**src/rtl/sha2_pkg.sv**
```systemverilog
// Shared constants and types for the SHA-2 message-schedule unit.
package sha2_pkg;

  localparam int ROUNDS_256 = 64;
  localparam int ROUNDS_512 = 80;

  // sigma0 / sigma1 rotate and shift amounts, SHA-256 then SHA-512
  localparam int S0_R1_32 = 7;
  localparam int S0_R2_32 = 18;
  localparam int S0_S_32  = 3;
  localparam int S1_R1_32 = 17;
  localparam int S1_R2_32 = 19;
  localparam int S1_S_32  = 10;

  localparam int S0_R1_64 = 1;
  localparam int S0_R2_64 = 8;
  localparam int S0_S_64  = 7;
  localparam int S1_R1_64 = 19;
  localparam int S1_R2_64 = 61;
  localparam int S1_S_64  = 6;

  typedef enum logic [1:0] {
    IDLE   = 2'd0,
    LOAD   = 2'd1,
    EXPAND = 2'd2
  } state_t;

endpackage

```
**src/rtl/sha2_small_sigma.sv**
```systemverilog
// Combinational SHA-2 small sigma: ROTR^ROTR^SHR in 32-bit or 64-bit mode.
// In 32-bit mode the rotation is confined to bits [31:0] and the result is
// zero-extended.
module sha2_small_sigma #(
  parameter int R1_32 = 7,
  parameter int R2_32 = 18,
  parameter int S_32  = 3,
  parameter int R1_64 = 1,
  parameter int R2_64 = 8,
  parameter int S_64  = 7
) (
  input  logic        i_mode,
  input  logic [63:0] i_x,
  output logic [63:0] o_y
);

  logic [31:0] w_x32;
  logic [31:0] w_y32;
  logic [63:0] w_y64;

  assign w_x32 = i_x[31:0];

  assign w_y32 = ((w_x32 >> R1_32) | (w_x32 << (32 - R1_32))) ^
                 ((w_x32 >> R2_32) | (w_x32 << (32 - R2_32))) ^
                 (w_x32 >> S_32);

  assign w_y64 = ((i_x >> R1_64) | (i_x << (64 - R1_64))) ^
                 ((i_x >> R2_64) | (i_x << (64 - R2_64))) ^
                 (i_x >> S_64);

  assign o_y = i_mode ? w_y64 : {32'h0, w_y32};

endmodule

```
**src/rtl/sha2_msg_schedule.sv**
```systemverilog
// Streaming SHA-256 / SHA-512 message schedule: takes 16 message words and
// emits W_0..W_{R-1} through a single registered output slot.
//
//   state  | meaning
//   IDLE   | waiting for word 0; accepting it latches the block mode
//   LOAD   | accepting words 1..15, passing each straight to the output
//   EXPAND | computing W_16..W_{R-1} from the 16-word sliding buffer
module sha2_msg_schedule
  import sha2_pkg::*;
#(
  parameter int SUPPORT_512 = 1,
  parameter int DATA_WIDTH  = 64
) (
  input  logic                  clk,
  input  logic                  rst,
  input  logic                  mode,
  input  logic                  in_valid,
  output logic                  in_ready,
  input  logic [DATA_WIDTH-1:0] in_data,
  output logic                  out_valid,
  input  logic                  out_ready,
  output logic [DATA_WIDTH-1:0] out_data,
  output logic [6:0]            out_index,
  output logic                  out_last,
  output logic                  busy
);

  localparam logic [6:0] LAST_256 = 7'(ROUNDS_256 - 1);
  localparam logic [6:0] LAST_512 = 7'(ROUNDS_512 - 1);

  state_t      r_state;
  logic [6:0]  r_t;
  logic        r_m;
  logic [63:0] r_buf [16];
  logic [63:0] r_out_data;
  logic [6:0]  r_out_index;
  logic        r_out_last;
  logic        r_out_valid;

  logic        w_slot_free;
  logic        w_mode_in;
  logic        w_m_cur;
  logic [63:0] w_in_masked;
  logic        w_accept;
  logic        w_step;
  logic [3:0]  w_i0;
  logic [3:0]  w_i1;
  logic [3:0]  w_i9;
  logic [3:0]  w_i14;
  logic [63:0] w_s0;
  logic [63:0] w_s1;
  logic [63:0] w_sum;
  logic [63:0] w_w;
  logic [6:0]  w_last_t;

  assign w_slot_free = !r_out_valid || out_ready;
  assign w_mode_in   = (SUPPORT_512 != 0) && mode;
  // Word 0 is masked with the mode being latched in the same cycle
  assign w_m_cur     = (r_state == IDLE) ? w_mode_in : r_m;
  assign w_in_masked = w_m_cur ? 64'(in_data) : {32'h0, in_data[31:0]};

  assign in_ready = !rst && w_slot_free && (r_state != EXPAND);
  assign w_accept = in_valid && in_ready;
  assign w_step   = !rst && (r_state == EXPAND) && w_slot_free;

  assign w_i0  = r_t[3:0];
  assign w_i1  = r_t[3:0] + 4'd1;
  assign w_i9  = r_t[3:0] + 4'd9;
  assign w_i14 = r_t[3:0] + 4'd14;

  sha2_small_sigma #(
    .R1_32(S0_R1_32), .R2_32(S0_R2_32), .S_32(S0_S_32),
    .R1_64(S0_R1_64), .R2_64(S0_R2_64), .S_64(S0_S_64)
  ) u_sigma0 (
    .i_mode (r_m),
    .i_x    (r_buf[w_i1]),
    .o_y    (w_s0)
  );

  sha2_small_sigma #(
    .R1_32(S1_R1_32), .R2_32(S1_R2_32), .S_32(S1_S_32),
    .R1_64(S1_R1_64), .R2_64(S1_R2_64), .S_64(S1_S_64)
  ) u_sigma1 (
    .i_mode (r_m),
    .i_x    (r_buf[w_i14]),
    .o_y    (w_s1)
  );

  assign w_sum    = w_s1 + r_buf[w_i9] + w_s0 + r_buf[w_i0];
  assign w_w      = r_m ? w_sum : {32'h0, w_sum[31:0]};
  assign w_last_t = r_m ? LAST_512 : LAST_256;

  // Sliding word buffer; W_t overwrites W_{t-16}, which is read the same cycle
  always_ff @(posedge clk) begin
    if (w_accept) begin
      r_buf[w_i0] <= w_in_masked;
    end else if (w_step) begin
      r_buf[w_i0] <= w_w;
    end
  end

  // Sequencer and output register
  always_ff @(posedge clk) begin
    if (rst) begin
      r_state     <= IDLE;
      r_t         <= 7'd0;
      r_m         <= 1'b0;
      r_out_data  <= 64'h0;
      r_out_index <= 7'd0;
      r_out_last  <= 1'b0;
      r_out_valid <= 1'b0;
    end else begin
      if (w_slot_free) begin
        r_out_valid <= 1'b0;
        r_out_last  <= 1'b0;
      end
      case (r_state)
        IDLE, LOAD: begin
          if (w_accept) begin
            r_out_valid <= 1'b1;
            r_out_data  <= w_in_masked;
            r_out_index <= r_t;
            r_t         <= r_t + 7'd1;
            if (r_state == IDLE) begin
              r_m <= w_mode_in;
            end
            r_state <= (r_t == 7'd15) ? EXPAND : LOAD;
          end
        end
        EXPAND: begin
          if (w_step) begin
            r_out_valid <= 1'b1;
            r_out_data  <= w_w;
            r_out_index <= r_t;
            if (r_t == w_last_t) begin
              r_out_last <= 1'b1;
              r_t        <= 7'd0;
              r_state    <= IDLE;
            end else begin
              r_t <= r_t + 7'd1;
            end
          end
        end
        default: r_state <= IDLE;
      endcase
    end
  end

  assign out_valid = r_out_valid;
  assign out_data  = r_out_data;
  assign out_index = r_out_index;
  assign out_last  = r_out_last;
  assign busy      = (r_state != IDLE);

endmodule

```
**config.mk**
```make
export PLATFORM = sky130hd
export DESIGN_NAME = sha2_msg_schedule
export DESIGN_NICKNAME = d
export VERILOG_FILES = /design/src/rtl/sha2_pkg.sv /design/src/rtl/sha2_small_sigma.sv /design/src/rtl/sha2_msg_schedule.sv
export SDC_FILE = /design/constraint.sdc
export NUM_CORES = 2
export LEC_CHECK = 0
export BUFFER_PORTS_ARGS = -buffer_cell sky130_fd_sc_hd__buf_4
export CAP_MARGIN = 20
export CELL_PAD_IN_SITES_DETAIL_PLACEMENT = 0
export CELL_PAD_IN_SITES_GLOBAL_PLACEMENT = 1
export CORE_ASPECT_RATIO = 0.75
export CORE_MARGIN = 5
export CORE_UTILIZATION = 30
export CTS_CLUSTER_SIZE = 24
export DETAILED_ROUTE_END_ITERATION = 16
export PLACE_DENSITY = 0.48
export SETUP_SLACK_MARGIN = 0.15
export SLEW_MARGIN = 20
export SYNTH_ARGS = -nofsm -noshare
export SYNTH_HDL_FRONTEND = slang
export SYNTH_SLANG_ARGS = --single-unit
```
**constraint.sdc**
```tcl
create_clock -name clk -period 8.72 [get_ports clk]
set_clock_uncertainty 0.1 [all_clocks]
set_input_delay 0 -clock clk [delete_from_list [all_inputs] [get_ports clk]]
set_output_delay 0 -clock clk [all_outputs]
set_load 0.02 [all_outputs]
```
### Yosys cells after proc, flatten, opt, wreduce, memory -nomap -nowiden

Memories as Yosys holds them, arrays and structs flattened. A register that Yosys moved wholly into a read port is not among the register bits.
Cells that the tools add are included.

* register bits: 83
* RAM bits: 1024
* word-level logic and storage cells: 92
* memories kept: 1

Memory list
* r_buf: words 16, bits a word 64, rd ports 4, clocked after Yosys merged registers in 1, wr ports 1, line sha2_msg_schedule.sv:34 `logic [63:0] r_buf [16];`

* $add $sub $neg: 7
* eq/ne operators: 8
* mux-type cells: 37
* bitwise gates (word level): 17
* reductions and logical operators: 15

Operators with widths (number)
* two-way mux 64 bit: 7
* adder 64 bit: 3
* one-hot mux 64 bit (2 select lines): 1
* bitwise XOR 64 bit: 2
* bitwise OR 3 x 64 -> 64 bit: 1
* bitwise OR 45 x 64 -> 64 bit: 1
* bitwise OR 56 x 64 -> 64 bit: 1
* bitwise OR 63 x 64 -> 64 bit: 1
* bitwise XOR 32 bit: 2
* bitwise XOR 64 x 57 -> 64 bit: 1
* bitwise XOR 64 x 58 -> 64 bit: 1
* two-way mux 7 bit: 6
* bitwise OR 13 x 32 -> 32 bit: 1
* bitwise OR 14 x 32 -> 32 bit: 1
* bitwise OR 15 x 32 -> 32 bit: 1
* bitwise OR 25 x 32 -> 32 bit: 1
* bitwise XOR 32 x 22 -> 32 bit: 1
* bitwise XOR 32 x 29 -> 32 bit: 1
* one-hot mux 7 bit (2 select lines): 2
* two-way mux 1 bit: 13
* adder 4 bit, second input constant: 2
* two-way mux 2 bit: 4
* two-way mux 4 bit: 2
* adder 7 x 1 -> 7 bit, second input constant: 1
* 18 further kinds: 27

### Logic depth before layout (Yosys ltp)

An unclocked memory read counts as a cell.

* word-level depth: 12
* depth in mapped cells: 34
* mapped depth without buffers: 25

### Modules after synthesis

Synthesis repeated with hierarchy kept, for this count alone.

* cell total of the unflattened synthesis: 4534
* area total of the unflattened synthesis: 71358.4 um2

By module, submodules not included
* sha2_msg_schedule: times used 1, cells each 4002, area an instance 67011.8 um2
* sha2_small_sigma (u_sigma1): times used 1, cells each 271, area an instance 2240.9 um2
* sha2_small_sigma (u_sigma0): times used 1, cells each 261, area an instance 2105.8 um2

### Worst setup path before layout

No wires, ideal clock.

* path kind: reg-to-reg
* from: reg r_t[1]
* to: mem r_buf[0][56], data pin
* library setup time: 0.330 ns
* data arrival time: 8.226 ns
* required time: 8.290 ns
* path slack: 0.064 ns
* cell stages (with the launch flop): 31
* path through: dfxtp_1 -> buf_2 -> buf_1 -> buf_2 -> buf_1 -> inv_1 -> ha_1 -> buf_2 -> buf_2 -> buf_1 -> clkbuf_1 -> mux4_2 -> mux4_2 -> xnor2_1 -> xnor2_1 -> nand2_1 -> fa_1 -> fa_1 -> inv_1 -> ha_1 -> clkbuf_1 -> nand4_1 -> nor2_1 -> nand2_1 -> or2_2 -> o211ai_1 -> a211oi_1 -> a211oi_1 -> a21oi_1 -> xor2_1 -> o21ai_0

* word-level cells in the longest chain between the ends: 11

Ends and longest elaborated chain
* start: declaration: line sha2_msg_schedule.sv:32 `logic [6:0] r_t;`
* start signal: assignment: line sha2_msg_schedule.sv:123 `r_t <= r_t + 7'd1;`
* start signal: assignment: line sha2_msg_schedule.sv:140 `r_t <= r_t + 7'd1;`
* adder 4 bit: line sha2_msg_schedule.sv:69 `assign w_i14 = r_t[3:0] + 4'd14;`
* memory read (16 x 64 bit) (*)
* bitwise OR 15 x 32 -> 32 bit (tied with other cells): line sha2_small_sigma.sv:23 `assign w_y32 = ((w_x32 >> R1_32) | (w_x32 << (32 - R1_32))) ^`
* bitwise XOR 32 bit / bitwise XOR 64 bit (equally long branches): line sha2_small_sigma.sv:23, sha2_small_sigma.sv:27
* bitwise XOR 32 x 22 -> 32 bit / bitwise XOR 64 x 58 -> 64 bit (equally long branches): line sha2_small_sigma.sv:24, sha2_small_sigma.sv:28
* two-way mux 64 bit: line sha2_small_sigma.sv:31 `assign o_y = i_mode ? w_y64 : {32'h0, w_y32};`
* adder 64 bit: line sha2_msg_schedule.sv:89 `assign w_sum = w_s1 + r_buf[w_i9] + w_s0 + r_buf[w_i0];`
* adder 64 bit (*) (2 in series): line sha2_msg_schedule.sv:89
* two-way mux 64 bit (*): line sha2_msg_schedule.sv:90 `assign w_w = r_m ? w_sum : {32'h0, w_sum[31:0]};`
* two-way mux 64 bit (no source line) (*)
* end: declaration: line sha2_msg_schedule.sv:34

Mark *: on every way between the ends. The rest lies on a longest branch, timed or not.

### Worst setup path after layout

* from: reg r_t[0]
* to: reg r_out_data[46] (netlist: out_data[46])

* word-level cells in the longest chain between the ends: 12

Ends and longest elaborated chain
* adder 4 bit: line sha2_msg_schedule.sv:69
* memory read (16 x 64 bit) (*)
* bitwise OR 15 x 32 -> 32 bit (tied with other cells): line sha2_small_sigma.sv:23
* bitwise XOR 32 bit / bitwise XOR 64 bit (equally long branches): line sha2_small_sigma.sv:23, sha2_small_sigma.sv:27
* bitwise XOR 32 x 22 -> 32 bit / bitwise XOR 64 x 58 -> 64 bit (equally long branches): line sha2_small_sigma.sv:24, sha2_small_sigma.sv:28
* two-way mux 64 bit: line sha2_small_sigma.sv:31
* adder 64 bit: line sha2_msg_schedule.sv:89
* adder 64 bit (*) (2 in series): line sha2_msg_schedule.sv:89
* two-way mux 64 bit (*): line sha2_msg_schedule.sv:90
* two-way mux 64 bit (*): line sha2_msg_schedule.sv:131 `if (w_step) begin`
* one-hot mux 64 bit (2 select lines) (*): line sha2_msg_schedule.sv:117 `case (r_state)`
* end signal: assignment: line sha2_msg_schedule.sv:121 `r_out_data <= w_in_masked;`
* end signal: assignment: line sha2_msg_schedule.sv:133 `r_out_data <= w_w;`
* end: declaration: line sha2_msg_schedule.sv:35 `logic [63:0] r_out_data;`

Mark *: on every way between the ends. The rest lies on a longest branch, timed or not. The select of a mux whose other input is x is not followed.
A chain may end at the register's enable or synchronous reset.

==> flow_metrics.env <==
export IMPL_fin_crit_ps=8380
export IMPL_synth_compound_area_share_pct=4.34
export IMPL_insertion_delay_ps=820
export IMPL_numClockSinks=1111
export IMPL_ir_drop_mv=0.185
export IMPL_netlist_instances=4448
export IMPL_grt_pass1_wl_um=402000
export IMPL_synth_edf_count=1024
export IMPL_cp_arrival_ps=8970
export IMPL_drt_pass1_iterations=6
export IMPL_fill_cells=22300
export IMPL_synth_area_leaders="edfxtp_1 (44%), mux4_2 (33%), xnor2_1 (3.6%)"
export IMPL_finalCritPeriodShare_pct=96.1
export IMPL_post_dp_hpwl_um=195000
export IMPL_post_drt_via_cell_ratio=6.02
export IMPL_cts_buffer_depth=3
export IMPL_synth_async_sr_flop_share_pct=0
export IMPL_drive_gt1_share_pct=33.7
export IMPL_place_congestion=0.897
export IMPL_crit_fanout=42
export IMPL_yosysSeqAreaShare_pct=46.0
export IMPL_grt_pass1_vias=46100
export IMPL_drv_cap=0
export IMPL_slew_viol_final=0
export IMPL_via_count=48000
export IMPL_finalHoldViolCount=0
export IMPL_whs_ps=101
export IMPL_leakagePower_nw=26.6
export IMPL_cts_max_level=4
export IMPL_core_um2=235000
export IMPL_grt_max_degree=80
export IMPL_yosys_area_top_type="edfxtp_1"
export IMPL_initial_core_util_pct=30.1
export IMPL_crit_buf_inv=5
export IMPL_synth_area_um2=70700
export IMPL_rsz0062_at_grt="true"
export IMPL_relSlewSlack_pct=24.9
export IMPL_die_width_um=570
export IMPL_final_common_cell="edfxtp_1"
export IMPL_gr_total_overflow=0
export IMPL_setup_viol=0
export IMPL_fin_nets=4999
export IMPL_synth_cell_type_count=73
export IMPL_path_clk_slew_ps=70
export IMPL_synth_simple_area_share_pct=3.77
export IMPL_yosys_area_share_xor_xnor_pct=4.82
export IMPL_synthFlopType="edfxtp_1"
export IMPL_yosysWarnings=0
export IMPL_hp_class="input port to register"
export IMPL_syn_to_final_growth_pct=16.8
export IMPL_cts_inserted_buffers=136
export IMPL_drc_errors=0
export IMPL_port_buffers=143
export IMPL_synthAdderAreaFrac_pct=4.79
export IMPL_postCtsSetupBuffers=0
export IMPL_synth_seq_cells=1111
export IMPL_slowest_delay_ps=680
export IMPL_max_freq_mhz=119
export IMPL_wirelength_um=296000
export IMPL_cts_tree="built"
export IMPL_syn_num_nets=4712
export IMPL_drtAntennaViolNets=0
export IMPL_start_kind="register"
export IMPL_synth_top_family_by_area="multiplexers"
export IMPL_drt_iter0_markers=6555
export IMPL_tightestPinTransition_ps=1130
export IMPL_synth_area_per_cell_um2=15.9
export IMPL_die_y_um=430
export IMPL_synthDominantCellAreaShare_pct=43.5
export IMPL_pwr_density_cell_nw_per_um2=225
export IMPL_power_mw=18.6
export IMPL_die_area_um2=245000
export IMPL_wl_per_cell_um=37.1
export IMPL_crit_slowest_cell="mux4_2"
export IMPL_crit_required_ps=9310
export IMPL_setup_tns_ps=0
export IMPL_grtUsageTotal_pct=23.6
export IMPL_status="complete, no violations"
export IMPL_final_cell_mix="edfxtp_1 (1,024), mux4_2 (1,020), buf_4 (313), nand2_1 (300), xnor2_1 (290)"
export IMPL_rows=154
export IMPL_critical_path_class="register to register"
export IMPL_antenna_found_initial=16
export IMPL_crit_top_cell="xnor2_1"
export IMPL_cts_root_buffer="clkbuf_16"
export IMPL_ios=144
export IMPL_worst_path_dominant_cell_family="compound AO/OA/AOI/OAI gates"
export IMPL_crit_chain="buf_12, buf_12, mux4_2, mux4_2, xnor2_1, xnor2_1, a21oi_1, fa_1, fa_1, inv_1, ha_1, a21oi_1, o21ai_0, o41ai_2, nand3_1, o21ai_1, buf_4, a31oi_1, nor2_1, xnor2_1, a221oi_1, nor3_1, dlygate4sd3_1"
export IMPL_synthMuxAreaShare_pct=32.7
export IMPL_cp_end_kind="register"
==> cell usage after synthesis (11+ instances only) <==
cell / count
edfxtp_1: 1024
mux4_2: 1020
nand2_1: 301
xnor2_1: 292
inv_1: 245
clkbuf_1: 175
nor2_1: 167
a21oi_1: 156
o21ai_0: 148
fa_1: 126
buf_2: 99
xor2_1: 95
dfxtp_1: 87
ha_1: 69
buf_1: 64
nand3_1: 29
a21o_1: 25
nor3_1: 25
nand4_1: 23
a221oi_1: 22
a22o_1: 19
buf_4: 19
a311oi_1: 17
and2_1: 15
nand2b_1: 14
a31oi_1: 13
o211ai_1: 13
o21bai_1: 11
==> cells by family (layout without fill, tap and decap cells) <==
family          count (synthesis)  after routing
mux                          1028           1028
fa+ha+maj                     195            195
xor+xnor                      388            388
compound gates                494            494
flops                        1111           1111
other cells                     0              4
buf+inv                       612           1010
simple gates                  620            620
==> routing by layer <==
metal	global-route usage [%]	share of wire (%)	vias up	wire length, um
li1	-	-	18500	-
met1	37.5	47	26100	139000
met2	31.7	40	2981	119000
met3	6.68	11	344	32200
met4	4.53	2.0	0	5940
met5	0	0	-	0
==> through the flow <==
| step | instance area [um^2] | cells | setup slack [ps] | utilization [%] |
|---|---|---|---|---|
| after detailed placement | 76500 | 7564 | 517 | 32.6 |
| after global placement | 76500 | 7564 | 457 | 32.6 |
| after floorplan | 70700 | 4448 | 199 | - |
| after CTS | 82500 | 7965 | 310 | 35.1 |
| after global routing | 82500 | 7966 | 136 | 35.2 |
| final | 82500 | 7970 | 337 | 35.2 |
==> area by class of cell <==
class                      count  area, um^2  area share (%)
multi-input combinational   2725       35900            43.5
tap                         3120        3900            4.73
antenna                        4        10.0          0.0121
timing repair buffer         516        4870            5.91
clock buffer                 163        3540            4.28
clock inverter                86         883            1.07
inverter                     245         920            1.11
sequential                  1111       32500            39.4
==> worst register-to-register path: cells and delay by family, from the launching register on <==
family          cells  cell delay, ps
compound gates      7            1940
buf+inv             5            1690
fa+ha+maj           3            1360
mux                 2            1270
xor+xnor            3            1000
simple gates        3             490
flops               1             410
==> flip-flops by register name, summed over array words and instances, names as in the netlist, named ones only <==
| signal | cells |
|---|---|
| r_buf | 1024 |
| out_index | 7 |
| out_data | 64 |
| out_last | 1 |
| r_m | 1 |
| r_state | 2 |
| r_t | 7 |
| out_valid | 1 |
==> final timing paths <==
path / slack, ps / to / depth (start not counted) / from
hold reg to reg: 350 / out_index[3] / 2 / out_index[3]
setup / recovery: 340 / out_data[46] / 23 / r_t[0]
setup reg to reg: 340 / out_data[46] / 23 / r_t[0]
hold / removal: 100 / out_data[33] / 4 / in_data[33]
==> repair_timing <==
item / in CTS / in global routing
hold buffers: 152 / 0
endpoints found under the hold margin: 1031 / 0
endpoints found under the setup margin: 0 / 53
gates resized for setup: 0 / 9
==> where the power goes <==
part / internal, mW / leakage, nW / switching, mW / total, mW
Sequential: 5.87 / 10.0 / 0.0469 / 5.92
Combinational: 2.49 / 14.4 / 4.45 / 6.94
Clock: 3.30 / 2.15 / 2.45 / 5.75
Note: power is estimated with default switching activity, not from simulation.
